### config.mk
export PLATFORM = sky130hd
export DESIGN_NAME = frac_baud_generator
export DESIGN_NICKNAME = d
export VERILOG_FILES = /design/src/rtl/frac_baud_generator.sv
export SDC_FILE = /design/constraint.sdc
export NUM_CORES = 1
export LEC_CHECK = 0
export ABC_AREA = 1
export CORE_MARGIN = 5
export CORE_UTILIZATION = 45
export DETAILED_ROUTE_END_ITERATION = 10
export GPL_TIMING_DRIVEN = 0
export HOLD_SLACK_MARGIN = 0.1
export MAX_ROUTING_LAYER = met4
export SYNTH_ARGS = -nofsm -noshare
export SYNTH_HDL_FRONTEND = slang
export SYNTH_SLANG_ARGS = --single-unit
### constraint.sdc
create_clock -name clk_i -period 8.5 [get_ports clk_i]
set_input_delay 1.7 -clock clk_i [delete_from_list [all_inputs] [get_ports clk_i]]
set_output_delay 1.7 -clock clk_i [all_outputs]
set_load 0.05 [all_outputs]
### src/rtl/frac_baud_generator.sv
// Fractional baud-rate generator: an oversample tick from a runtime integer+fraction divisor,
// plus bit-rate and mid-bit enables derived from the oversample count.
module frac_baud_generator #(
  parameter int unsigned DIV_INT_WIDTH  = 16,
  parameter int unsigned DIV_FRAC_WIDTH = 4,
  parameter int unsigned OVERSAMPLE     = 16,
  parameter int unsigned RST_DIV_INT    = 325,
  parameter int unsigned RST_DIV_FRAC   = 0
) (
  input  logic                      clk_i,
  input  logic                      rst_i,
  input  logic                      enable_i,
  input  logic [DIV_INT_WIDTH-1:0]  div_int_i,
  input  logic [DIV_FRAC_WIDTH-1:0] div_frac_i,
  input  logic                      div_load_i,
  input  logic                      resync_i,
  output logic                      div_pending_o,
  output logic                      sample_en_o,
  output logic                      bit_en_o,
  output logic                      mid_bit_en_o
);

  // One extra bit so the period target D + extra never overflows.
  localparam int unsigned CntW = DIV_INT_WIDTH + 1;
  localparam int unsigned OsW  = $clog2(OVERSAMPLE);

  localparam logic [OsW-1:0]            OsLast  = OsW'(OVERSAMPLE - 1);
  localparam logic [OsW-1:0]            OsMid   = OsW'(OVERSAMPLE / 2 - 1);
  localparam logic [DIV_INT_WIDTH-1:0]  RstInt  = DIV_INT_WIDTH'(RST_DIV_INT);
  localparam logic [DIV_FRAC_WIDTH-1:0] RstFrac = DIV_FRAC_WIDTH'(RST_DIV_FRAC);

  logic [CntW-1:0]           cnt_q, cnt_d;
  logic [OsW-1:0]            os_q, os_d;
  logic [DIV_FRAC_WIDTH-1:0] acc_q, acc_d;
  logic                      extra_q, extra_d;
  logic [DIV_INT_WIDTH-1:0]  act_int_q, act_int_d;
  logic [DIV_FRAC_WIDTH-1:0] act_frac_q, act_frac_d;
  logic [DIV_INT_WIDTH-1:0]  pend_int_q, pend_int_d;
  logic [DIV_FRAC_WIDTH-1:0] pend_frac_q, pend_frac_d;
  logic                      pend_q, pend_d;
  logic                      sample_q, sample_d;
  logic                      bit_q, bit_d;
  logic                      mid_q, mid_d;

  logic [CntW-1:0]           div_eff;
  logic [CntW-1:0]           tgt_m1;
  logic                      tick;
  logic [DIV_FRAC_WIDTH:0]   acc_sum;
  logic [DIV_INT_WIDTH-1:0]  new_int;
  logic [DIV_FRAC_WIDTH-1:0] new_frac;
  logic                      have_new;

  // Period target, tick detect and the divisor that would be applied at a boundary.
  always_comb begin
    div_eff  = (act_int_q < DIV_INT_WIDTH'(2)) ? CntW'(2) : {1'b0, act_int_q};
    tgt_m1   = div_eff + CntW'(extra_q) - CntW'(1);
    tick     = enable_i && (cnt_q == tgt_m1);
    acc_sum  = {1'b0, acc_q} + {1'b0, act_frac_q};
    // A load in the boundary cycle itself takes precedence over an older pending value.
    new_int  = div_load_i ? div_int_i : pend_int_q;
    new_frac = div_load_i ? div_frac_i : pend_frac_q;
    have_new = div_load_i | pend_q;
  end

  // Next-state: resync beats tick; disable freezes the counters.
  always_comb begin
    cnt_d       = cnt_q;
    os_d        = os_q;
    acc_d       = acc_q;
    extra_d     = extra_q;
    act_int_d   = act_int_q;
    act_frac_d  = act_frac_q;
    pend_int_d  = pend_int_q;
    pend_frac_d = pend_frac_q;
    pend_d      = pend_q;
    sample_d    = 1'b0;
    bit_d       = 1'b0;
    mid_d       = 1'b0;

    if (resync_i) begin
      cnt_d   = '0;
      os_d    = '0;
      acc_d   = '0;
      extra_d = 1'b0;
      if (have_new) begin
        act_int_d  = new_int;
        act_frac_d = new_frac;
        pend_d     = 1'b0;
      end
    end else if (!enable_i) begin
      // Nothing is running, so a load can go live straight away.
      if (div_load_i) begin
        act_int_d  = div_int_i;
        act_frac_d = div_frac_i;
        pend_d     = 1'b0;
      end
    end else if (tick) begin
      cnt_d    = '0;
      sample_d = 1'b1;
      acc_d    = acc_sum[DIV_FRAC_WIDTH-1:0];
      extra_d  = acc_sum[DIV_FRAC_WIDTH];
      os_d     = (os_q == OsLast) ? '0 : os_q + OsW'(1);
      bit_d    = (os_q == OsLast);
      mid_d    = (os_q == OsMid);
      if (have_new) begin
        act_int_d  = new_int;
        act_frac_d = new_frac;
        pend_d     = 1'b0;
      end
    end else begin
      cnt_d = cnt_q + CntW'(1);
      if (div_load_i) begin
        pend_int_d  = div_int_i;
        pend_frac_d = div_frac_i;
        pend_d      = 1'b1;
      end
    end
  end

  // State and registered outputs.
  always_ff @(posedge clk_i) begin
    if (rst_i) begin
      cnt_q       <= '0;
      os_q        <= '0;
      acc_q       <= '0;
      extra_q     <= 1'b0;
      act_int_q   <= RstInt;
      act_frac_q  <= RstFrac;
      pend_int_q  <= '0;
      pend_frac_q <= '0;
      pend_q      <= 1'b0;
      sample_q    <= 1'b0;
      bit_q       <= 1'b0;
      mid_q       <= 1'b0;
    end else begin
      cnt_q       <= cnt_d;
      os_q        <= os_d;
      acc_q       <= acc_d;
      extra_q     <= extra_d;
      act_int_q   <= act_int_d;
      act_frac_q  <= act_frac_d;
      pend_int_q  <= pend_int_d;
      pend_frac_q <= pend_frac_d;
      pend_q      <= pend_d;
      sample_q    <= sample_d;
      bit_q       <= bit_d;
      mid_q       <= mid_d;
    end
  end

  assign div_pending_o = pend_q;
  assign sample_en_o   = sample_q;
  assign bit_en_o      = bit_q;
  assign mid_bit_en_o  = mid_q;

endmodule

==> results of run 1 <==
-- power by group through the flow --
stage	clock (uW)	combinational, uW	sequential [uW]
after floorplan	0	115	361
after global placement	0	155	366
after detailed placement	0	156	367
after CTS	313	158	359
after global routing	329	179	362
final	308	158	359
-- worst reg2reg max path, stage by stage (launching register included) --
cell and delay (ps):
dfxtp_1 380, nor2_2 210, nand2_1 90, nor2_2 220, nand2_4 140, nand2_1 90
ha_1 170, ha_1 200, nand2_2 120, nor2_2 220, nand3_1 120, xor2_1 180
nand3_1 130, nor2_1 140, nand4_2 300, nand3_2 190, nand2_2 120, buf_2 220
nor2_1 120, nor2_1 50
-- cells by family after synthesis --
| group | count (synthesis) |
|---|---|
| AO/OA/AOI/OAI | 101 |
| adder cells (fa/ha/maj) | 9 |
| multiplexers | 2 |
| XOR/XNOR | 27 |
| AND/OR/NAND/NOR | 372 |
| flip-flops | 70 |
| buffers and inverters | 114 |
-- per-layer routing --
metal	wire (um)	up-vias	GRT usage (%)
met2	5950	59	36.4
met5	0	-	-
met3	331	16	2.46
met4	176	0	5.34
met1	5810	1982	25.7
li1	-	2328	-
-- layout by cell type (no fill, tap or decap), types with 2 or more instances in the layout --
cell and count:
nand2_1 165, nor2_1 85, inv_1 84, dfxtp_1 70, a21oi_1 45, nand3_1 41
nand4_1 29, clkdlybuf4s50_1 28, o21ai_0 25, xor2_1 19, clkbuf_1 19, a22oi_1 14
nand2_2 13, nor3_1 10, a21oi_2 10, clkbuf_8 9, xnor2_1 8, ha_1 8
nor2_2 6, nor4_1 5, buf_6 4, or2_2 3, buf_2 3, nand2_4 2
nor2_4 2, o21bai_1 2, nand3b_1 2, o21ai_1 2, mux2_2 2, bufinv_16 2
clkinvlp_4 2
-- final timing paths --
| check | startpoint | to | slack, ps | depth (start not counted) |
|---|---|---|---|---|
| min | pend_int_q[14] | pend_int_q[14] | 460 | 2 |
| max reg2reg | act_int_q[8] | act_int_q[10] | 5010 | 19 |
| max | enable_i | cnt_q[9] | 4740 | 9 |
| min reg2reg | pend_int_q[14] | pend_int_q[14] | 460 | 2 |
-- stage by stage --
| step | cells | area (um2) | total power (uW) | hold WS [ps] |
|---|---|---|---|---|
| floorplan | 695 | 4570 | 477 | 430 |
| global placement | 856 | 5010 | 521 | 444 |
| detailed placement | 856 | 5010 | 523 | 449 |
| CTS | 872 | 5240 | 829 | 462 |
| global route | 872 | 5240 | 869 | 475 |
| finish | 872 | 5240 | 825 | 458 |
-- sequential cells by signal (all words and copies together), names as in the netlist --
register       count
acc_q              4
act_frac_q         4
act_int_q         16
bit_en_o           1
cnt_q             17
div_pending_o      1
extra_q            1
mid_bit_en_o       1
os_q               4
pend_frac_q        4
pend_int_q        16
sample_en_o        1
-- cell type report --
cell class	instances	area share, %
sequential	70	26.8
buffer	29	3.01
inverter	85	6.09
tap	133	3.18
multi-input combinational	511	51.4
clock buffer	9	2.37
timing repair buffer	28	5.35
clock inverter	7	1.86
==> out/metrics.csv, run 1 <==
stage;metric;value;unit
worst_setup_path;Critical Path Start Type;input pin;
route;Initial DRC Count;230;
sta;Setup violations, final;0;
synthesis;Area contributors post-synth;dfxtp_1 31%, nand2_1 14%, nor2_1 7.0%, inv_1 6.9%, a21oi_1 4.9%;
placed_design;hpwl dp;9.77;mm
placed_design;GPL Wtd Cong;0.877;
synthesis;top post-synthesis cells by count;165 x nand2_1, 85 x nor2_1, 84 x inv_1, 70 x dfxtp_1, 45 x a21oi_1;
synthesis;Syn Nets;729;
clock_network;CTS Hold Bufs;0;
route;via count;4385;
die;DIE WIDTH;111;um
clock_network;root buffer cell;clkbuf_8;
worst_setup_path;Max stage delay on crit path;540;ps
synthesis;Synth area leader;dfxtp_1;
synthesis;top_reg_cell synth;dfxtp_1;
synthesis;post-synth top area share;30.7;%
sta;worst slew pin tran;687;ps
clock_network;CTS Buf Count;9;
clock_network;clock-pin slew on the worst setup and hold paths;80;ps
synthesis;part of the Yosys area used for sequential elements;30.7;%
synthesis;Post-synth EDFFs;0;
pwr;pwr dens;158;mW/mm2
sta;Clock Skew;17.2;ps
layout;fillers;1071;
worst_setup_path;crit path capture type;flop;
sta;Highest Clock Rate;266;MHz
layout;share of cells above drive strength 1;9.61;%
layout;Core Util, Final;53.3;%
synthesis;number of synthesis warnings;0;
clock_network;CTS tree;done;
pwr;Peak VDD IR;0.0879;mV
synthesis;FF+latch count, synth;70;
die;Die H;111;um
layout;Antenna Cells;0;
pwr;Clock Power Share;37.3;%
synthesis;Avg Inst Size Synth;6.57;um2
sta;crit share post-route;44.3;%
pwr;Switching Fraction;30.9;%
pwr;Internal;570;uW
pwr;Leak Pwr;0.00217;uW
min_path;HP Class;flop to flop;
layout;multi-input logic area;0.00269;mm2
placed_design;PortBufs;28;
global_routing;global route overflow;0;
synthesis;FFs w/ async S/R, synth;0;%
clock_network;postcts setup bufs;0;
worst_setup_path;Critical Path AT;3990;ps
global_routing;gr usage total;20.9;%
global_routing;vias in the first global route;4302;
die;I/O Pins;29;
sta;setup_tns;0;ps
synthesis;Synth Area in Compound Gates;12.9;%
clock_network;CTS Sinks;70;
synthesis;post-synthesis cell count;695;
synthesis;post-synthesis xor/xnor area fraction;5.18;%
layout;final net count;768;
sta;Slew Limit Fails;0;
route;final wirelength;12.3;mm
worst_setup_path;CP max FO;10;
synthesis;largest family of logic cells by synthesized area;simple AND/OR/NAND/NOR gates;
sta;post-layout min period;3760;ps
route;Post-route DRC;0;
synthesis;simple-gate share of the synthesized area;37.7;%
pwr;sequential power share;43.5;%
global_routing;first-pass GRT wire length;20.8;mm
layout;Synth-to-Final Area Change;14.6;%
synthesis;Netlist Area Pre-Place;0.00457;mm2
global_routing;initial antenna violation count;0;
route;first drt pass iteration count;5;
job;max_cap viols;0;
route;routed len/inst;14.1;um
sta;Relative slew margins;54.2;%
route;DR vias/cell;5.03;
clock_network;H-tree depth;3;
placed_design;Post-Place Setup Slack;4370;ps
synthesis;count leader, synth;nand2_1;
die;Core Area;0.00982;mm2
global_routing;largest net degree at the start of global routing;14;
clock_network;CTS max path bufs;2;
die;initial core utilization;46.5;%
synthesis;synth unique cells;44;
worst_setup_path;Bufs and invs on worst path;3;
sta;endpoints failing hold;0;
worst_setup_path;crit-path cells;clkdlybuf4s50_1 > clkbuf_1 > nand2_1 > nor2_1 > nand3_1 > nor2_1 > inv_1 > o32ai_1 > nor2_1;
sta;setup ws final;4740;ps
worst_setup_path;Crit path max-delay family;buffers and inverters;
synthesis;multiplexer area fraction after synthesis;0.493;%
die;cell row count;36;
run_status;outcome;finished clean;
pwr;Switch Pwr;255;uW
sta;unrepaired setup endpoints after global routing;false;
clock_network;post-cts sizing count;0;
worst_setup_path;required time of the worst setup path;8730;ps
layout;register area;0.00140;mm2
synthesis;Post-Synth Adder-Cell Area;2.63;%
worst_setup_path;critical path's slowest cell;clkbuf_1;
worst_setup_path;crit-path most repeated cell;nor2_1;
route;DRT antenna net count;0;
clock_network;Skew-Pair Late Insertion Delay;360;ps
worst_setup_path;Setup CP Type;input pin to flop;
pwr;combinational cell fraction of total power;19.2;%
die;die area;0.0123;mm2
Note: power is estimated with default switching activity, not from simulation.
==> inputs of run 2 (changes only) <==
==> constraint.sdc (replaced) <==
create_clock -name clk_i -period 3.9 [get_ports clk_i]
set_input_delay 0.78 -clock clk_i [delete_from_list [all_inputs] [get_ports clk_i]]
set_output_delay 0.78 -clock clk_i [all_outputs]
set_load 0.05 [all_outputs]
==> results of run 2 <==
The final DEF is identical to that of run 1. Status: finished clean.
Among the figures that moved: setup slack after placement 4370 ps -> 420 ps; setup slack after layout 4740 ps -> 413 ps; start point of the critical path enable_i -> act_int_q[8]; end point of the critical path cnt_q[9] -> act_int_q[10]; register-to-register setup slack 5010 ps -> 410 ps; total power 825 uW -> 1800 uW; worst IR drop on VDD 0.0879 mV -> 0.192 mV
